## src/rtl/captura_botones.sv

```systemverilog
// Button front-end: per-button sync + debounce, press capture into a pending
// mask, and a one-strobe-per-command emitter feeding the command queue.

module captura_botones_db #(
   parameter int DEBOUNCE_CYCLES = 250000
) (
   input  logic clk,
   input  logic rst,
   input  logic btn_i,
   output logic db_o
);
   localparam int CW = $clog2(DEBOUNCE_CYCLES + 1);

   logic          s1_q, s2_q, db_q, db_d;
   logic [CW-1:0] cnt_q, cnt_d;

   // The count restarts whenever s2 agrees with db, so a bounce resets it.
   always_comb begin
      cnt_d = '0;
      db_d  = db_q;
      if (s2_q != db_q) begin
         if (cnt_q == CW'(DEBOUNCE_CYCLES - 1)) db_d = s2_q;
         else                                  cnt_d = cnt_q + CW'(1);
      end
   end

   always_ff @(posedge clk) begin
      if (rst) begin
         s1_q  <= 1'b0;
         s2_q  <= 1'b0;
         db_q  <= 1'b0;
         cnt_q <= '0;
      end else begin
         s1_q  <= btn_i;
         s2_q  <= s1_q;
         db_q  <= db_d;
         cnt_q <= cnt_d;
      end
   end

   assign db_o = db_q;
endmodule

module captura_botones #(
   parameter int DEBOUNCE_CYCLES = 250000,
   parameter int GAP_CYCLES      = 2
) (
   input  logic       clk,
   input  logic       rst,
   input  logic       btn_arriba,
   input  logic       btn_abajo,
   input  logic       btn_izquierda,
   input  logic       btn_derecha,
   input  logic       btn_centro,
   output logic       LE,
   output logic [2:0] boton_pres,
   output logic [4:0] pendientes
);
   localparam int GW = (GAP_CYCLES < 3) ? 2 : $clog2(GAP_CYCLES + 1);

   typedef enum logic [1:0] {IDLE, EMIT, GAP} state_t;

   state_t        state_q, state_d;
   logic [4:0]    btn_raw, db, dbp_q, rise;
   logic [4:0]    pend_q, pend_d, sel;
   logic [2:0]    code_q, code_d, sel_code;
   logic          le_q, le_d;
   logic [GW-1:0] gap_q, gap_d;

   assign btn_raw = {btn_centro, btn_derecha, btn_izquierda, btn_abajo, btn_arriba};

   for (genvar g = 0; g < 5; g++) begin : g_btn
      captura_botones_db #(.DEBOUNCE_CYCLES(DEBOUNCE_CYCLES)) u_db (
         .clk   (clk),
         .rst   (rst),
         .btn_i (btn_raw[g]),
         .db_o  (db[g])
      );
   end

   assign rise = db & ~dbp_q;

   // Lowest set bit wins: code 1 has top priority.
   always_comb begin
      sel      = '0;
      sel_code = '0;
      for (int i = 4; i >= 0; i--) begin
         if (pend_q[i]) begin
            sel      = '0;
            sel[i]   = 1'b1;
            sel_code = 3'(i + 1);
         end
      end
   end

   always_ff @(posedge clk) begin
      if (rst) begin
         state_q <= IDLE;
         dbp_q   <= '0;
         pend_q  <= '0;
         le_q    <= 1'b0;
         code_q  <= '0;
         gap_q   <= '0;
      end else begin
         state_q <= state_d;
         dbp_q   <= db;
         pend_q  <= pend_d;
         le_q    <= le_d;
         code_q  <= code_d;
         gap_q   <= gap_d;
      end
   end

   // The IDLE cycle that precedes the next strobe counts as the last gap cycle,
   // so GAP itself spans GAP_CYCLES-1 cycles and the period is 1+GAP_CYCLES.
   always_comb begin
      state_d = state_q;
      case (state_q)
         IDLE:    if (pend_q != '0) state_d = EMIT;
         EMIT:    state_d = (GAP_CYCLES > 1) ? GAP : IDLE;
         GAP:     if (gap_q <= GW'(2)) state_d = IDLE;
         default: state_d = IDLE;
      endcase
   end

   always_comb begin
      le_d   = 1'b0;
      code_d = '0;
      gap_d  = gap_q;
      pend_d = pend_q | rise;
      case (state_q)
         IDLE: if (pend_q != '0) begin
            le_d   = 1'b1;
            code_d = sel_code;
            pend_d = (pend_q & ~sel) | rise;
         end
         EMIT:    gap_d = GW'(GAP_CYCLES);
         GAP:     gap_d = gap_q - GW'(1);
         default: ;
      endcase
   end

   assign LE         = le_q;
   assign boton_pres = code_q;
   assign pendientes = pend_q;
endmodule

```

## config.mk

```make
export PLATFORM = sky130hd
export DESIGN_NAME = captura_botones
export DESIGN_NICKNAME = d
export VERILOG_FILES = /design/src/rtl/captura_botones.sv
export SDC_FILE = /design/constraint.sdc
export NUM_CORES = 1
export LEC_CHECK = 0
export BUFFER_PORTS_ARGS = -buffer_cell sky130_fd_sc_hd__buf_2
export CAP_MARGIN = 5
export CORE_AREA = 2 2 93 95
export DETAILED_ROUTE_END_ITERATION = 12
export DIE_AREA = 0 0 95 97
export PLACE_DENSITY = 0.82
export SLEW_MARGIN = 40
export SYNTH_ARGS = -nofsm -noshare
export SYNTH_HDL_FRONTEND = slang
export SYNTH_SLANG_ARGS = --single-unit
export TNS_END_PERCENT = 50
```

## constraint.sdc

```tcl
create_clock -name clk -period 5.54 [get_ports clk]
set_input_delay 0.554 -clock clk [delete_from_list [all_inputs] [get_ports clk]]
set_output_delay 0.554 -clock clk [all_outputs]
set_load 0.02 [all_outputs]
```

# Word level (Yosys, flattened, before mapping)
# Cells that the tools add are included.
[totals]
ff_bits = 123
inputBits = 7
out_inout_bits = 9
wordCells = 97
[classes]
add_sub_neg = 6
order_cmp = 1
n_eq_ne = 14
mux = 17
bitwise_logic = 13
reduce_logical = 18
[op_table]
columns = ["op", "count"]
rows = [
  ["$add 18x1->18 const B", 5],
  ["$eq 18x18->1 const B", 5],
  ["$mux 5", 7],
  ["$reduce_or 3->1", 6],
  ["$reduce_and 2->1", 6],
  ["$and 5x5->5", 2],
  ["$not 5->5", 2],
  ["$or 5x5->5", 2],
  ["$mux 2", 4],
  ["$not 1->1", 7],
  ["$mux 3", 2],
  ["$pmux 2 s3", 1],
  ["$reduce_or 6->1", 1],
  ["$ne 1x1->1", 5],
  ["$reduce_bool 5->1", 1],
  ["$ne 2x2->1 const B", 2],
  ["$pmux 2 s2", 1],
  ["$reduce_or 4->1", 1],
  ["$eq 2x1->1 const B", 1],
  ["$eq 2x2->1 const B", 1],
  ["$le 2x2->1 const B", 1],
  ["$logic_not 2->1", 1],
  ["$mux 1", 2],
  ["$reduce_bool 2->1", 1],
  ["2 further kinds", 2],
]

# Depth between registers and ports, before layout
# Gate-level depths: netlist of run 1.
[logic_depth]
depth_word = 10
mapped_depth = 6
ltp_nobuf = 6

# Cells and area by module
# A second synthesis of run 1 with hierarchy kept.
[unflattened]
cells_unflattened = 594
hier_area_um2 = 5312.6
[modules_own_cells]
columns = ["module", "n_inst", "cells_per_inst", "area_per_inst_um2", "seq_area_each_um2"]
rows = [
  ["captura_botones_db", 5, 104, 913.4, 420.4],
  ["captura_botones", 1, 74, 745.7, 360.3],
]

# Worst setup path after synthesis of run 1
# No wires, ideal clock.
[synth_path]
path_kind = "register -> register"
startpoint = "register g_btn[1].u_db.cnt_q[0]"
endpoint = "register g_btn[1].u_db.cnt_q[10]"
setup_ns = 0.115
arrival_time_ns = 1.718
required_ns = 5.425
slack_ns = 3.707
stages_incl_launch_ff = 7
path_buffers = 1
synth_period_minus_slack_ns = 1.833
path_cell_list = "dfxtp_1 > ha_1 > nand3_2 > or4_1 > o21ai_2 > buf_4 > nor2_1"
[synth_via]
elab_chain_cells = 2
word_cells_on_any_way = 3
classes_between = "1 x add/sub; 1 x eq/ne; 1 x reduce/logical"
[synth_rtl]
columns = ["item", "line_no", "source"]
rows = [
  ["start, declared", "15", "logic [CW-1:0] cnt_q, cnt_d;"],
  ["start signal, assigned", "37", "cnt_q <= cnt_d;"],
  ["parallel branches: the longest is 2 deep, another holds $add 18x1->18", "--", ""],
]
# Several ways; the timed one is not identified.
# A chain may end at the register's enable or synchronous reset.

# Worst setup path after layout of run 1
[layout_path]
startpoint = "register g_btn[1].u_db.cnt_q[0]"
endpoint = "register g_btn[1].u_db.cnt_q[8]"
# Same word-level chain as after synthesis.

==> flow_summary.html, run 1 <==
<table>
<tr><th>Metric</th><th>Value</th></tr>
<tr><th colspan="2">Outcome</th></tr>
<tr><td>Outcome</td><td>completed</td></tr>
<tr><th colspan="2">Setup path</th></tr>
<tr><td>Critical path peak fanout</td><td>18</td></tr>
<tr><td>Kind of launch point of the worst setup path</td><td>register</td></tr>
<tr><td>Cell breakdown of the critical path</td><td>ha_1 -&gt; nand3_2 -&gt; or4_1 -&gt; o21ai_2 -&gt; nor2_1</td></tr>
<tr><td>Worst path arrival time</td><td>2.53 ns</td></tr>
<tr><td>Delay of the slowest cell on the worst path</td><td>0.58 ns</td></tr>
<tr><td>Critical-path top delay cell</td><td>o21ai_2</td></tr>
<tr><td>Critical Path End Type</td><td>register</td></tr>
<tr><td>Path type of the worst setup path</td><td>reg2reg</td></tr>
<tr><td>Required time of the worst setup path</td><td>5.92 ns</td></tr>
<tr><th colspan="2">Floorplanning</th></tr>
<tr><td>Die footprint</td><td>9215 µm²</td></tr>
<tr><td>Placeable core region</td><td>8134 µm²</td></tr>
<tr><td>Initial standard-cell utilization of the core</td><td>0.6484</td></tr>
<tr><td>Site Rows</td><td>33</td></tr>
<tr><td>Top-level I/O count</td><td>16</td></tr>
<tr><td>Die Height</td><td>97 µm</td></tr>
<tr><td>Horizontal die dimension</td><td>95 µm</td></tr>
<tr><th colspan="2">Timing</th></tr>
<tr><td>Worst-margin pin slew</td><td>0.7425 ns</td></tr>
<tr><td>Final setup fails</td><td>0</td></tr>
<tr><td>Fraction of the cycle the final worst path needs</td><td>0.3893</td></tr>
<tr><td>Maximum clock rate</td><td>463.7 MHz</td></tr>
<tr><td>Worst setup slack after layout</td><td>3.383 ns</td></tr>
<tr><td>Worst hold-check slack</td><td>0.2391 ns</td></tr>
<tr><td>Final period demand of the worst path</td><td>2.157 ns</td></tr>
<tr><td>Unrepaired setup endpoints after global routing</td><td>no</td></tr>
<tr><td>Setup Skew</td><td>0.006617 ns</td></tr>
<tr><td>Total Negative Setup Slacks</td><td>0 ns</td></tr>
<tr><td>Slew margin rel.</td><td>0.4996</td></tr>
<tr><td>Slew Limit Fails</td><td>0</td></tr>
<tr><td>Endpoints failing hold</td><td>0</td></tr>
<tr><th colspan="2">Power</th></tr>
<tr><td>Portion of total power attributed to sequential cells</td><td>0.410</td></tr>
<tr><td>Share of total power in the clock network</td><td>0.559</td></tr>
<tr><td>Internal portion of total power</td><td>0.001770 W</td></tr>
<tr><td>Power density over the cells</td><td>360.7 nW/µm²</td></tr>
<tr><td>Switch share</td><td>0.1970</td></tr>
<tr><td>Maximum resistive drop on vdd</td><td>0.0002772 V</td></tr>
<tr><td>Psw</td><td>0.0004344 W</td></tr>
<tr><td>Leak pwr</td><td>1.899 nW</td></tr>
<tr><td>Combinational share of power</td><td>0.031</td></tr>
<tr><th colspan="2">Cells and area</th></tr>
<tr><td>Number of nets in the finished design</td><td>628</td></tr>
<tr><td>Area growth from synthesis to layout</td><td>15.90%</td></tr>
<tr><td>Number of diodes</td><td>0</td></tr>
<tr><td>Layout cell share with drive strength beyond 1</td><td>0.1074</td></tr>
<tr><td>Design area</td><td>6112 µm²</td></tr>
<tr><th colspan="2">Logic synthesis</th></tr>
<tr><td>Count of flip-flops with a built-in enable after synthesis</td><td>0</td></tr>
<tr><td>Count of state elements after synthesis</td><td>123</td></tr>
<tr><td>Sequential element share of the synthesized area</td><td>0.4669</td></tr>
<tr><td>Combined area of all synthesized cells</td><td>5274 µm²</td></tr>
<tr><td>Cells after Synth</td><td>587</td></tr>
<tr><td>Commonest register cell after synthesis</td><td>dfxtp_1</td></tr>
<tr><td>Count of cell types in the netlist</td><td>46</td></tr>
<tr><td>Synthesized net count</td><td>604</td></tr>
<tr><td>Post-synthesis area per instance</td><td>8.984 µm²</td></tr>
<tr><td>Share of flip-flops with an asynchronous set or reset</td><td>0</td></tr>
<tr><td>Synthesis Warnings</td><td>0</td></tr>
<tr><th colspan="2">Run</th></tr>
<tr><td>Count of maximum capacitance violations</td><td>0</td></tr>
<tr><th colspan="2">Route</th></tr>
<tr><td>Remaining antenna violation count</td><td>0</td></tr>
<tr><td>Iteration-0 DRC Markers</td><td>207</td></tr>
<tr><td>Mean number of vias per cell</td><td>5.691</td></tr>
<tr><td>Overall routed net length</td><td>9975 µm</td></tr>
<tr><td>Total via count after detailed routing</td><td>4149</td></tr>
<tr><td>DRC violation count after routing</td><td>0</td></tr>
<tr><td>Drt wl/cell</td><td>13.68 µm</td></tr>
<tr><td>Iteration count of the initial detailed-routing pass</td><td>5</td></tr>
<tr><th colspan="2">Clock tree</th></tr>
<tr><td>Clock latency at the later pin of the worst-skew pair</td><td>0.52 ns</td></tr>
<tr><td>Post-CTS setup buffer count</td><td>0</td></tr>
<tr><td>Number of sinks handled by clock tree synthesis</td><td>123</td></tr>
<tr><td>CTS tree</td><td>yes</td></tr>
<tr><td>Clock transition at the registers of the reported paths</td><td>0.06 ns</td></tr>
<tr><td>Post-cts repair resize count</td><td>0</td></tr>
<tr><td>Count of H-tree levels built during CTS</td><td>4</td></tr>
<tr><td>CTS Hold Bufs</td><td>0</td></tr>
<tr><td>Clk Tree Root Cell</td><td>clkbuf_8</td></tr>
<tr><td>Max Buffers Root-to-Sink</td><td>2</td></tr>
<tr><td>TritonCTS buffer count</td><td>17</td></tr>
<tr><th colspan="2">Place</th></tr>
<tr><td>Standard cell area after detailed placement</td><td>5441 µm²</td></tr>
<tr><td>Port Buffer Count</td><td>15</td></tr>
<tr><td>Setup slack at placement</td><td>3.406 ns</td></tr>
<tr><td>Last weighted congestion value of the routability-driven placer</td><td>0.8440</td></tr>
<tr><td>Placed wire-length estimate</td><td>6411 µm</td></tr>
<tr><th colspan="2">Global route</th></tr>
<tr><td>All-Layer GR Usage</td><td>0.2410</td></tr>
<tr><td>First-pass GRT wire length</td><td>17850 µm</td></tr>
<tr><td>Pin count of the biggest net entering global routing</td><td>37</td></tr>
<tr><td>Via count of the first global-routing pass</td><td>4064</td></tr>
<tr><td>Overflow left after global routing</td><td>0</td></tr>
<tr><td>Number of antenna violations at the first check in global routing</td><td>0</td></tr>
<tr><th colspan="2">Hold path</th></tr>
<tr><td>Hold WC Path Type</td><td>in2reg</td></tr>
</table>
==> state kept, by name, indices dropped and copies added (netlist names) <==
signal and cells:
state_q 2, LE 1, g_btn.u_db.db_o 5, boton_pres 3
g_btn.u_db.s2_q 5, pendientes 5, g_btn.u_db.s1_q 5, gap_q 2
dbp_q 5, g_btn.u_db.cnt_q 90
==> worst paths after layout <==
check,start,to,slack (ns),cells past startpoint
worst max-delay path,g_btn[1].u_db.cnt_q[0],g_btn[1].u_db.cnt_q[8],3.38,5
worst min-delay path,btn_izquierda,g_btn[2].u_db.s1_q,0.24,2
worst max register to register,g_btn[1].u_db.cnt_q[0],g_btn[1].u_db.cnt_q[8],3.38,5
worst min register to register,g_btn[2].u_db.s1_q,g_btn[2].u_db.s2_q,0.43,1
==> synth_stat cells (3+ instances only) <==
| cell | instances | share of area |
|---|---|---|
| or4_1 | 4 | 0.0057 |
| nor2b_1 | 20 | 0.024 |
| o31ai_1 | 3 | 0.0043 |
| nand3_1 | 32 | 0.030 |
| xnor2_1 | 60 | 0.10 |
| mux2_2 | 4 | 0.0085 |
| nand2_1 | 29 | 0.021 |
| o21ai_0 | 9 | 0.0085 |
| nand4_1 | 25 | 0.030 |
| clkbuf_1 | 8 | 0.0057 |
| dfxtp_1 | 123 | 0.47 |
| a21oi_1 | 16 | 0.015 |
| and4_1 | 3 | 0.0050 |
| nand2b_1 | 6 | 0.0071 |
| buf_2 | 3 | 0.0028 |
| or3_1 | 4 | 0.0047 |
| nor2_1 | 111 | 0.079 |
| xor2_1 | 17 | 0.028 |
| inv_1 | 18 | 0.013 |
| nor3_1 | 19 | 0.018 |
| nor4_1 | 29 | 0.034 |
| ha_1 | 10 | 0.024 |
==> worst max-delay path, delay by kind of cell, from the launching register on <==
family          cells  cell delay [ns]
simple gates        3             0.83
compound gates      1             0.58
fa+ha+maj           1             0.22
flops               1             0.38
==> power by group through the flow <==
stage | clock, W | combinational (W) | sequential, W
floorplan | 0 | 0.0000536 | 0.000921
global placement | 0 | 0.0000629 | 0.000922
detailed placement | 0 | 0.0000676 | 0.000923
CTS | 0.00125 | 0.0000689 | 0.000904
global route | 0.00129 | 0.0000782 | 0.000905
finish | 0.00123 | 0.0000684 | 0.000904
==> through the flow <==
stage,utilization,power (W),cells
6_report,0.7514,0.002205,729
5_1_grt,0.7514,0.002276,729
4_1_cts,0.7505,0.002222,728
3_5_place_dp,0.6690,0.0009903,696
3_3_place_gp,0.6685,0.0009846,696
2_1_floorplan,-,0.0009744,587
==> logic make-up after synthesis <==
logic type,Yosys count,share of synthesized area
AO/OA/AOI/OAI,38,0.05053
buffers and inverters,31,0.02372
AND/OR/NAND/NOR,302,0.2949
XOR/XNOR,77,0.1279
flip-flops,123,0.4669
adder cells (fa/ha/maj),10,0.02372
multiplexers,6,0.01234
==> metal layers <==
metal	wire length, µm	vias up	GRT usage
li1	-	2086	-
met4	194	0	0.08919
met3	484	26	0.08255
met2	4910	124	0.4010
met1	4386	1913	0.2843
met5	0	-	0
==> final cells by class <==
class                           instances  area [µm²]
Timing Repair Buffer                   18       97.59
Inverter                               18       67.56
Clock buffer                           21       449.2
Tap cell                              105       131.4
Sequential cell                       123        2462
Multi-Input combinational cell        433        2690
Clock inverter                         11       214.0
Fill cell                             565        2022
==> layout by cell type (no fill, tap or decap), drive strengths merged, types with 10 or more instances in the layout <==
master  count
o21ai      11
nand3      35
nor2      111
nor4       29
dfxtp     123
nor2b      20
nand4      26
ha         10
inv        19
clkbuf     22
nand2      29
nor3       19
a21oi      16
xnor2      60
xor2       17
buf        17
Note: power is estimated with default switching activity, not from simulation.
==> run 2, diff against run 1 <==
- ABC_AREA: default -> 1
- CORE_AREA: 2 2 93 95 -> 2 2 105 107
- DIE_AREA: 0 0 95 97 -> 0 0 107 109
- PLACE_DENSITY: 0.82 -> 0.74
- clock period: 5.54 -> 1.8 ns (I/O delays scaled with it)
==> run 2 against run 1 <==
Effect of this change: clock-buffer cell count fell by 1; clock skew increased by 0.0013 ns; first-iteration DRC count is 36% higher; sequential cell count stayed put; non-clock buffer count grew 7.
==> flow_summary.html, run 2 <==
<table>
<tr><th>Metric</th><th>Value</th></tr>
<tr><th colspan="2">Place</th></tr>
<tr><td>Port Buffer Count</td><td>15</td></tr>
<tr><td>Last weighted congestion value of the routability-driven placer</td><td>0.8744</td></tr>
<tr><td>Placed wire-length estimate</td><td>7877 µm</td></tr>
<tr><td>Setup slack at placement</td><td>0.1193 ns</td></tr>
<tr><th colspan="2">Logic synthesis</th></tr>
<tr><td>Count of flip-flops with a built-in enable after synthesis</td><td>0</td></tr>
<tr><td>Cells after Synth</td><td>827</td></tr>
<tr><td>Count of state elements after synthesis</td><td>123</td></tr>
<tr><td>Count of cell types in the netlist</td><td>31</td></tr>
<tr><td>Synthesis Warnings</td><td>0</td></tr>
<tr><td>Synthesized net count</td><td>844</td></tr>
<tr><td>Post-synthesis area per instance</td><td>6.913 µm²</td></tr>
<tr><td>Largest cells by area after synthesis</td><td>dfxtp_1, nand2_1, nor2_1</td></tr>
<tr><td>Dominant cell type by area after synthesis</td><td>dfxtp_1</td></tr>
<tr><td>Share of flip-flops with an asynchronous set or reset</td><td>0</td></tr>
<tr><td>Combined area of all synthesized cells</td><td>5717 µm²</td></tr>
<tr><td>Commonest register cell after synthesis</td><td>dfxtp_1</td></tr>
<tr><td>Sequential element share of the synthesized area</td><td>0.4307</td></tr>
<tr><td>Post-synth top cells</td><td>nand2_1, nor2_1, dfxtp_1</td></tr>
<tr><td>Share of the synthesized area in the top cell type</td><td>0.4307</td></tr>
<tr><th colspan="2">Floorplanning</th></tr>
<tr><td>Initial standard-cell utilization of the core</td><td>0.5392</td></tr>
<tr><td>Die Height</td><td>109 µm</td></tr>
<tr><td>Top-level I/O count</td><td>16</td></tr>
<tr><td>Site Rows</td><td>38</td></tr>
<tr><td>Horizontal die dimension</td><td>107 µm</td></tr>
<tr><td>Placeable core region</td><td>10600 µm²</td></tr>
<tr><td>Die footprint</td><td>11660 µm²</td></tr>
<tr><th colspan="2">Global route</th></tr>
<tr><td>Overflow left after global routing</td><td>0</td></tr>
<tr><td>Pin count of the biggest net entering global routing</td><td>22</td></tr>
<tr><td>Number of antenna violations at the first check in global routing</td><td>0</td></tr>
<tr><td>First-pass GRT wire length</td><td>19680 µm</td></tr>
<tr><td>All-Layer GR Usage</td><td>0.2110</td></tr>
<tr><td>Via count of the first global-routing pass</td><td>4720</td></tr>
<tr><th colspan="2">Route</th></tr>
<tr><td>Total via count after detailed routing</td><td>5051</td></tr>
<tr><td>Overall routed net length</td><td>11390 µm</td></tr>
<tr><td>Remaining antenna violation count</td><td>0</td></tr>
<tr><td>DRC violation count after routing</td><td>0</td></tr>
<tr><td>Iteration count of the initial detailed-routing pass</td><td>5</td></tr>
<tr><td>Drt wl/cell</td><td>11.20 µm</td></tr>
<tr><td>Mean number of vias per cell</td><td>4.967</td></tr>
<tr><td>Iteration-0 DRC Markers</td><td>281</td></tr>
<tr><th colspan="2">Cells and area</th></tr>
<tr><td>Most common cell after layout, fill and taps aside</td><td>nand2_1</td></tr>
<tr><td>Number of diodes</td><td>0</td></tr>
<tr><td>Layout cell share with drive strength beyond 1</td><td>0.08780</td></tr>
<tr><td>Fill cell total of the finished layout</td><td>960</td></tr>
<tr><td>Area growth from synthesis to layout</td><td>15.56%</td></tr>
<tr><td>Number of nets in the finished design</td><td>881</td></tr>
<tr><td>Flip-flop count of the largest register, all copies and words added</td><td>90</td></tr>
<tr><td>Commonest cells after routing, fill and taps aside</td><td>nand2_1, nor2_1, dfxtp_1, inv_1, nand3_1</td></tr>
<tr><td>Register with the highest flop count</td><td>g_btn.u_db.cnt_q</td></tr>
<tr><td>Utilization after layout</td><td>0.6231</td></tr>
<tr><th colspan="2">Clock tree</th></tr>
<tr><td>CTS tree</td><td>yes</td></tr>
<tr><td>Number of sinks handled by clock tree synthesis</td><td>123</td></tr>
<tr><td>Count of H-tree levels built during CTS</td><td>4</td></tr>
<tr><td>Post-CTS setup buffer count</td><td>0</td></tr>
<tr><td>Clock transition at the registers of the reported paths</td><td>0.06 ns</td></tr>
<tr><td>Clock latency at the later pin of the worst-skew pair</td><td>0.53 ns</td></tr>
<tr><td>Clk Tree Root Cell</td><td>clkbuf_8</td></tr>
<tr><td>TritonCTS buffer count</td><td>17</td></tr>
<tr><td>Max Buffers Root-to-Sink</td><td>2</td></tr>
<tr><th colspan="2">Timing</th></tr>
<tr><td>Fraction of the cycle the final worst path needs</td><td>0.8794</td></tr>
<tr><td>Unrepaired setup endpoints after global routing</td><td>no</td></tr>
<tr><td>Worst hold-check slack</td><td>0.09276 ns</td></tr>
<tr><td>Maximum clock rate</td><td>631.8 MHz</td></tr>
<tr><td>Final setup fails</td><td>0</td></tr>
<tr><td>Worst-margin pin slew</td><td>0.3988 ns</td></tr>
<tr><td>Slew margin rel.</td><td>0.7331</td></tr>
<tr><td>Worst setup slack after layout</td><td>0.2171 ns</td></tr>
<tr><td>Slew Limit Fails</td><td>0</td></tr>
<tr><td>Setup Skew</td><td>0.007899 ns</td></tr>
<tr><td>Final period demand of the worst path</td><td>1.583 ns</td></tr>
<tr><td>Total Negative Setup Slacks</td><td>0 ns</td></tr>
<tr><td>Endpoints failing hold</td><td>0</td></tr>
<tr><th colspan="2">Setup path</th></tr>
<tr><td>Critical Path End Type</td><td>register</td></tr>
<tr><td>Kind of launch point of the worst setup path</td><td>register</td></tr>
<tr><td>Path type of the worst setup path</td><td>reg2reg</td></tr>
<tr><td>Worst path arrival time</td><td>2.00 ns</td></tr>
<tr><td>Required time of the worst setup path</td><td>2.21 ns</td></tr>
<tr><td>Critical path peak fanout</td><td>9</td></tr>
<tr><th colspan="2">Power</th></tr>
<tr><td>Power density over the cells</td><td>944.6 nW/µm²</td></tr>
<tr><td>Maximum resistive drop on vdd</td><td>0.0006180 V</td></tr>
<tr><td>Leak pwr</td><td>2.287 nW</td></tr>
<tr><th colspan="2">Outcome</th></tr>
<tr><td>Outcome</td><td>completed</td></tr>
<tr><th colspan="2">Run</th></tr>
<tr><td>Count of maximum capacitance violations</td><td>0</td></tr>
<tr><th colspan="2">Hold path</th></tr>
<tr><td>Hold WC Path Type</td><td>in2reg</td></tr>
</table>
==> run 2: cell types whose count changed after synthesis, sizes merged, moves of 7 or more <==
cell    change
nand4      -11
nand3      +19
nor4       -29
or2         +9
nor2b      -20
xnor2      -48
xor2       +10
a21oi      +35
inv        +84
nor2       +81
clkbuf      -7
nor3       -14
nand2     +164
==> run 2: worst max-delay path, cell delays in order, from the launching register on <==
cell	delay, ns
dfxtp_1	0.41
ha_1	0.24
nand2_2	0.10
nor2_4	0.16
nand2_2	0.08
nor2_2	0.13
nand2_2	0.11
nand2_4	0.16
nor2_1	0.07
==> run 2: power by group <==
| part | leakage (nW) | total (W) | switching (W) | internal (W) |
|---|---|---|---|---|
| clock network | 0.278 | 0.00329 | 0.00124 | 0.00205 |
| logic | 1.02 | 0.000175 | 0.000109 | 0.0000655 |
| registers | 0.993 | 0.00277 | 0.0000184 | 0.00276 |
| total | 2.29 | 0.00624 | 0.00136 | 0.00488 |
==> run 2: cell type report <==
type / count / area [µm²] / share of cell area
Sequential cell: 123 / 2462 / 0.3727
Multi-Input combinational cell: 595 / 2838 / 0.4295
Inverter: 102 / 382.9 / 0.05795
Timing Repair Buffer: 25 / 162.7 / 0.02462
Tap cell: 140 / 175.2 / 0.02652
Clock buffer: 20 / 445.4 / 0.06742
Clock inverter: 12 / 140.1 / 0.02121
==> run 2: final timing paths <==
check                                  to                    from  depth (start not counted)  slack, ns
setup / recovery  g_btn[0].u_db.cnt_q[11]  g_btn[0].u_db.cnt_q[0]                          8       0.22
hold / removal         g_btn[2].u_db.db_o                     rst                          4       0.09
setup reg to reg  g_btn[0].u_db.cnt_q[11]  g_btn[0].u_db.cnt_q[0]                          8       0.22
hold reg to reg        g_btn[3].u_db.s2_q      g_btn[3].u_db.s1_q                          2       0.40
==> run 2: logic make-up (layout without fill, tap and decap cells) <==
group,count (synthesis),count (layout),share of synthesized area
flip-flops,123,123,0.4307
buffers and inverters,110,159,0.07704
AND/OR/NAND/NOR,470,471,0.3397
AO/OA/AOI/OAI,75,75,0.07091
XOR/XNOR,39,39,0.05975
adder cells (fa/ha/maj),10,10,0.02189
==> run 2: repair_timing <==
| action | in CTS | in global routing |
|---|---|---|
| endpoints found under the setup margin | 0 | 19 |
| hold buffers | 5 | 0 |
| gates resized for setup | 0 | 5 |
| endpoints found under the hold margin | 5 | 0 |
==> run 2: metal layers <==
| layer | vias up | wire [µm] | GRT usage |
|---|---|---|---|
| li1 | 2676 | - | - |
| met1 | 2268 | 5393 | 0.2471 |
| met2 | 82 | 5394 | 0.3576 |
| met3 | 25 | 347 | 0.06515 |
| met4 | 0 | 256 | 0.09276 |
| met5 | - | 0 | 0 |
==> run 2: per-stage QoR <==
step / instance area (µm²) / cells / power [W]
2_1_floorplan: 5717 / 827 / 0.002950
3_3_place_gp: 5947 / 979 / 0.002981
3_5_place_dp: 5947 / 979 / 0.002998
4_1_cts: 6583 / 1016 / 0.006318
5_1_grt: 6606 / 1017 / 0.006473
6_report: 6606 / 1017 / 0.006240
==> run 3, diff against run 2 <==
- REMOVE_ABC_BUFFERS: default -> 1
==> run 3 against run 2 <==
Effect of this change: setup slack worse by 0.047 ns; combinational power is 2% lower; final cell count is 0.29% lower; global-route usage is 0.35 points higher; non-clock buffer count is 2 lower; via count is 1.2% higher; critical path type unchanged.
==> flow_summary.html, run 3 (synthesized netlist as in run 2, its figures left out) <==
<table>
<tr><th>Metric</th><th>Value</th></tr>
<tr><th colspan="2">Floorplanning</th></tr>
<tr><td>Horizontal die dimension</td><td>107 µm</td></tr>
<tr><td>Die footprint</td><td>11660 µm²</td></tr>
<tr><td>Die Height</td><td>109 µm</td></tr>
<tr><td>Initial standard-cell utilization of the core</td><td>0.5392</td></tr>
<tr><td>Top-level I/O count</td><td>16</td></tr>
<tr><td>Placeable core region</td><td>10600 µm²</td></tr>
<tr><td>Site Rows</td><td>38</td></tr>
<tr><th colspan="2">Place</th></tr>
<tr><td>Standard cell area after detailed placement</td><td>5932 µm²</td></tr>
<tr><td>Last weighted congestion value of the routability-driven placer</td><td>0.8893</td></tr>
<tr><td>Setup slack at placement</td><td>0.09926 ns</td></tr>
<tr><td>Post-Place Cells</td><td>977</td></tr>
<tr><td>Placed wire-length estimate</td><td>7961 µm</td></tr>
<tr><td>Port Buffer Count</td><td>15</td></tr>
<tr><th colspan="2">Clock tree</th></tr>
<tr><td>Count of H-tree levels built during CTS</td><td>4</td></tr>
<tr><td>Number of sinks handled by clock tree synthesis</td><td>123</td></tr>
<tr><td>Post-CTS setup buffer count</td><td>0</td></tr>
<tr><td>CTS tree</td><td>yes</td></tr>
<tr><td>Max Buffers Root-to-Sink</td><td>2</td></tr>
<tr><td>Clock transition at the registers of the reported paths</td><td>0.06 ns</td></tr>
<tr><td>Clk Tree Root Cell</td><td>clkbuf_8</td></tr>
<tr><td>TritonCTS buffer count</td><td>17</td></tr>
<tr><td>Clock latency at the later pin of the worst-skew pair</td><td>0.53 ns</td></tr>
<tr><th colspan="2">Cells and area</th></tr>
<tr><td>Number of diodes</td><td>0</td></tr>
<tr><td>Layout cell share with drive strength beyond 1</td><td>0.08009</td></tr>
<tr><td>Commonest cells after routing, fill and taps aside</td><td>nor2_1, nand2_1, dfxtp_1, inv_1, nand3_1</td></tr>
<tr><td>Register with the highest flop count</td><td>g_btn.u_db.cnt_q</td></tr>
<tr><td>Number of nets in the finished design</td><td>878</td></tr>
<tr><td>Number of cells in the finished layout apart from fillers</td><td>1014</td></tr>
<tr><td>Flip-flop count of the largest register, all copies and words added</td><td>90</td></tr>
<tr><td>Area growth from synthesis to layout</td><td>16.02%</td></tr>
<tr><td>Design area</td><td>6633 µm²</td></tr>
<tr><th colspan="2">Power</th></tr>
<tr><td>Power density over the cells</td><td>993.7 nW/µm²</td></tr>
<tr><td>Combinational share of power</td><td>0.026</td></tr>
<tr><td>Share of total power in the clock network</td><td>0.553</td></tr>
<tr><td>Psw</td><td>0.001314 W</td></tr>
<tr><td>Leak pwr</td><td>2.301 nW</td></tr>
<tr><td>Switch share</td><td>0.1994</td></tr>
<tr><td>Maximum resistive drop on vdd</td><td>0.0006337 V</td></tr>
<tr><td>Internal portion of total power</td><td>0.005276 W</td></tr>
<tr><td>Portion of total power attributed to sequential cells</td><td>0.421</td></tr>
<tr><th colspan="2">Global route</th></tr>
<tr><td>Via count of the first global-routing pass</td><td>4895</td></tr>
<tr><td>Number of antenna violations at the first check in global routing</td><td>0</td></tr>
<tr><td>First-pass GRT wire length</td><td>20040 µm</td></tr>
<tr><td>Overflow left after global routing</td><td>0</td></tr>
<tr><td>Pin count of the biggest net entering global routing</td><td>22</td></tr>
<tr><td>All-Layer GR Usage</td><td>0.2145</td></tr>
<tr><th colspan="2">Route</th></tr>
<tr><td>Remaining antenna violation count</td><td>0</td></tr>
<tr><td>DRC violation count after routing</td><td>0</td></tr>
<tr><td>Iteration-0 DRC Markers</td><td>320</td></tr>
<tr><td>Mean number of vias per cell</td><td>5.043</td></tr>
<tr><td>Iteration count of the initial detailed-routing pass</td><td>5</td></tr>
<tr><td>Total via count after detailed routing</td><td>5114</td></tr>
<tr><td>Overall routed net length</td><td>11700 µm</td></tr>
<tr><td>Drt wl/cell</td><td>11.53 µm</td></tr>
<tr><th colspan="2">Hold path</th></tr>
<tr><td>Depth of the worst hold-timing path</td><td>3</td></tr>
<tr><td>Critical hold path startpoint</td><td>rst</td></tr>
<tr><td>Hold WC Path Type</td><td>in2reg</td></tr>
<tr><td>End point of the most critical hold path</td><td>g_btn[3].u_db.s1_q</td></tr>
<tr><th colspan="2">Run</th></tr>
<tr><td>Count of maximum capacitance violations</td><td>0</td></tr>
<tr><th colspan="2">Setup path</th></tr>
<tr><td>Critical Path End Type</td><td>register</td></tr>
<tr><td>Reg2reg start</td><td>g_btn[4].u_db.cnt_q[0]</td></tr>
<tr><td>Critical path peak fanout</td><td>18</td></tr>
<tr><td>Required time of the worst setup path</td><td>2.19 ns</td></tr>
<tr><td>Path type of the worst setup path</td><td>reg2reg</td></tr>
<tr><td>Worst path arrival time</td><td>2.02 ns</td></tr>
<tr><td>Endpoint of the worst register-to-register path</td><td>g_btn[4].u_db.cnt_q[16]</td></tr>
<tr><td>Kind of launch point of the worst setup path</td><td>register</td></tr>
<tr><td>Reg2reg setup slack</td><td>0.17 ns</td></tr>
<tr><td>Depth of the worst register-to-register path</td><td>6</td></tr>
<tr><th colspan="2">Timing</th></tr>
<tr><td>Worst setup slack after layout</td><td>0.1699 ns</td></tr>
<tr><td>Slew Limit Fails</td><td>0</td></tr>
<tr><td>Final setup fails</td><td>0</td></tr>
<tr><td>Total Negative Setup Slacks</td><td>0 ns</td></tr>
<tr><td>Setup Skew</td><td>0.007653 ns</td></tr>
<tr><td>Endpoints failing hold</td><td>0</td></tr>
<tr><td>Worst-margin pin slew</td><td>0.4781 ns</td></tr>
<tr><td>Maximum clock rate</td><td>613.4 MHz</td></tr>
<tr><td>Final period demand of the worst path</td><td>1.630 ns</td></tr>
<tr><td>Slew margin rel.</td><td>0.6801</td></tr>
<tr><td>Fraction of the cycle the final worst path needs</td><td>0.9056</td></tr>
<tr><th colspan="2">Outcome</th></tr>
<tr><td>Outcome</td><td>completed</td></tr>
</table>
## run 3: power by group through the flow
stage | logic [W] | clock network (W) | registers [W]
finish | 0.000171 | 0.00364 | 0.00278
global route | 0.000199 | 0.00384 | 0.00278
CTS | 0.000170 | 0.00370 | 0.00278
detailed placement | 0.000159 | 0 | 0.00283
global placement | 0.000150 | 0 | 0.00283
floorplan | 0.000111 | 0 | 0.00283
## run 3: worst max path at each step
stage	from	to	slack, ns	cells past startpoint
floorplan	g_btn[0].u_db.cnt_q[0]	g_btn[0].u_db.cnt_q[11]	0.36	8
global placement	g_btn[2].u_db.cnt_q[0]	g_btn[2].u_db.cnt_q[12]	0.23	8
detailed placement	g_btn[0].u_db.cnt_q[0]	g_btn[0].u_db.cnt_q[10]	0.1	8
CTS	g_btn[0].u_db.cnt_q[0]	g_btn[0].u_db.cnt_q[10]	0.08	8
global route	g_btn[0].u_db.cnt_q[0]	g_btn[0].u_db.db_o	-0.0005	8
finish	g_btn[4].u_db.cnt_q[0]	g_btn[4].u_db.cnt_q[16]	0.17	6
## run 3: final cells by class
class | instances | area, µm²
multi-input combinational | 594 | 2824
timing repair buffer | 23 | 147.6
clock inverter | 11 | 191.4
clock buffer | 21 | 449.2
tap | 140 | 175.2
inverter | 102 | 382.9
sequential | 123 | 2462
fill | 911 | 3970
## run 3: timing repair
| item | CTS | global route |
|---|---|---|
| hold endpoints to repair | 5 | 0 |
| endpoints found under the setup margin | 0 | 36 |
| hold buffers | 5 | 0 |
| resized for setup | 0 | 2 |
## run 3: per-layer routing
layer  vias up  part of all wire  global-route usage
li1       2650                 -                   -
met2       120              0.49              0.3803
met5         -                 0                   0
met4         0             0.014             0.08998
met3        16             0.043             0.06396
met1      2328              0.45              0.2406
## run 3: per-stage QoR
stage            util  power, W  hold WS (ns)
3_3_place_gp   0.5595  0.002980        0.3908
3_5_place_dp   0.5595  0.002993        0.3928
6_report       0.6256  0.006591        0.1057
5_1_grt        0.6256  0.006821        0.1202
4_1_cts        0.6246  0.006642       0.09738
2_1_floorplan       -  0.002940        0.2491
## run 3: critical path, cell delays in order (launching register included)
cell     delay (ns)
dfxtp_1        0.39
ha_1           0.22
nand3_2        0.13
nor2_2         0.14
nand2_2        0.09
o21ai_4        0.43
nor2_1         0.10
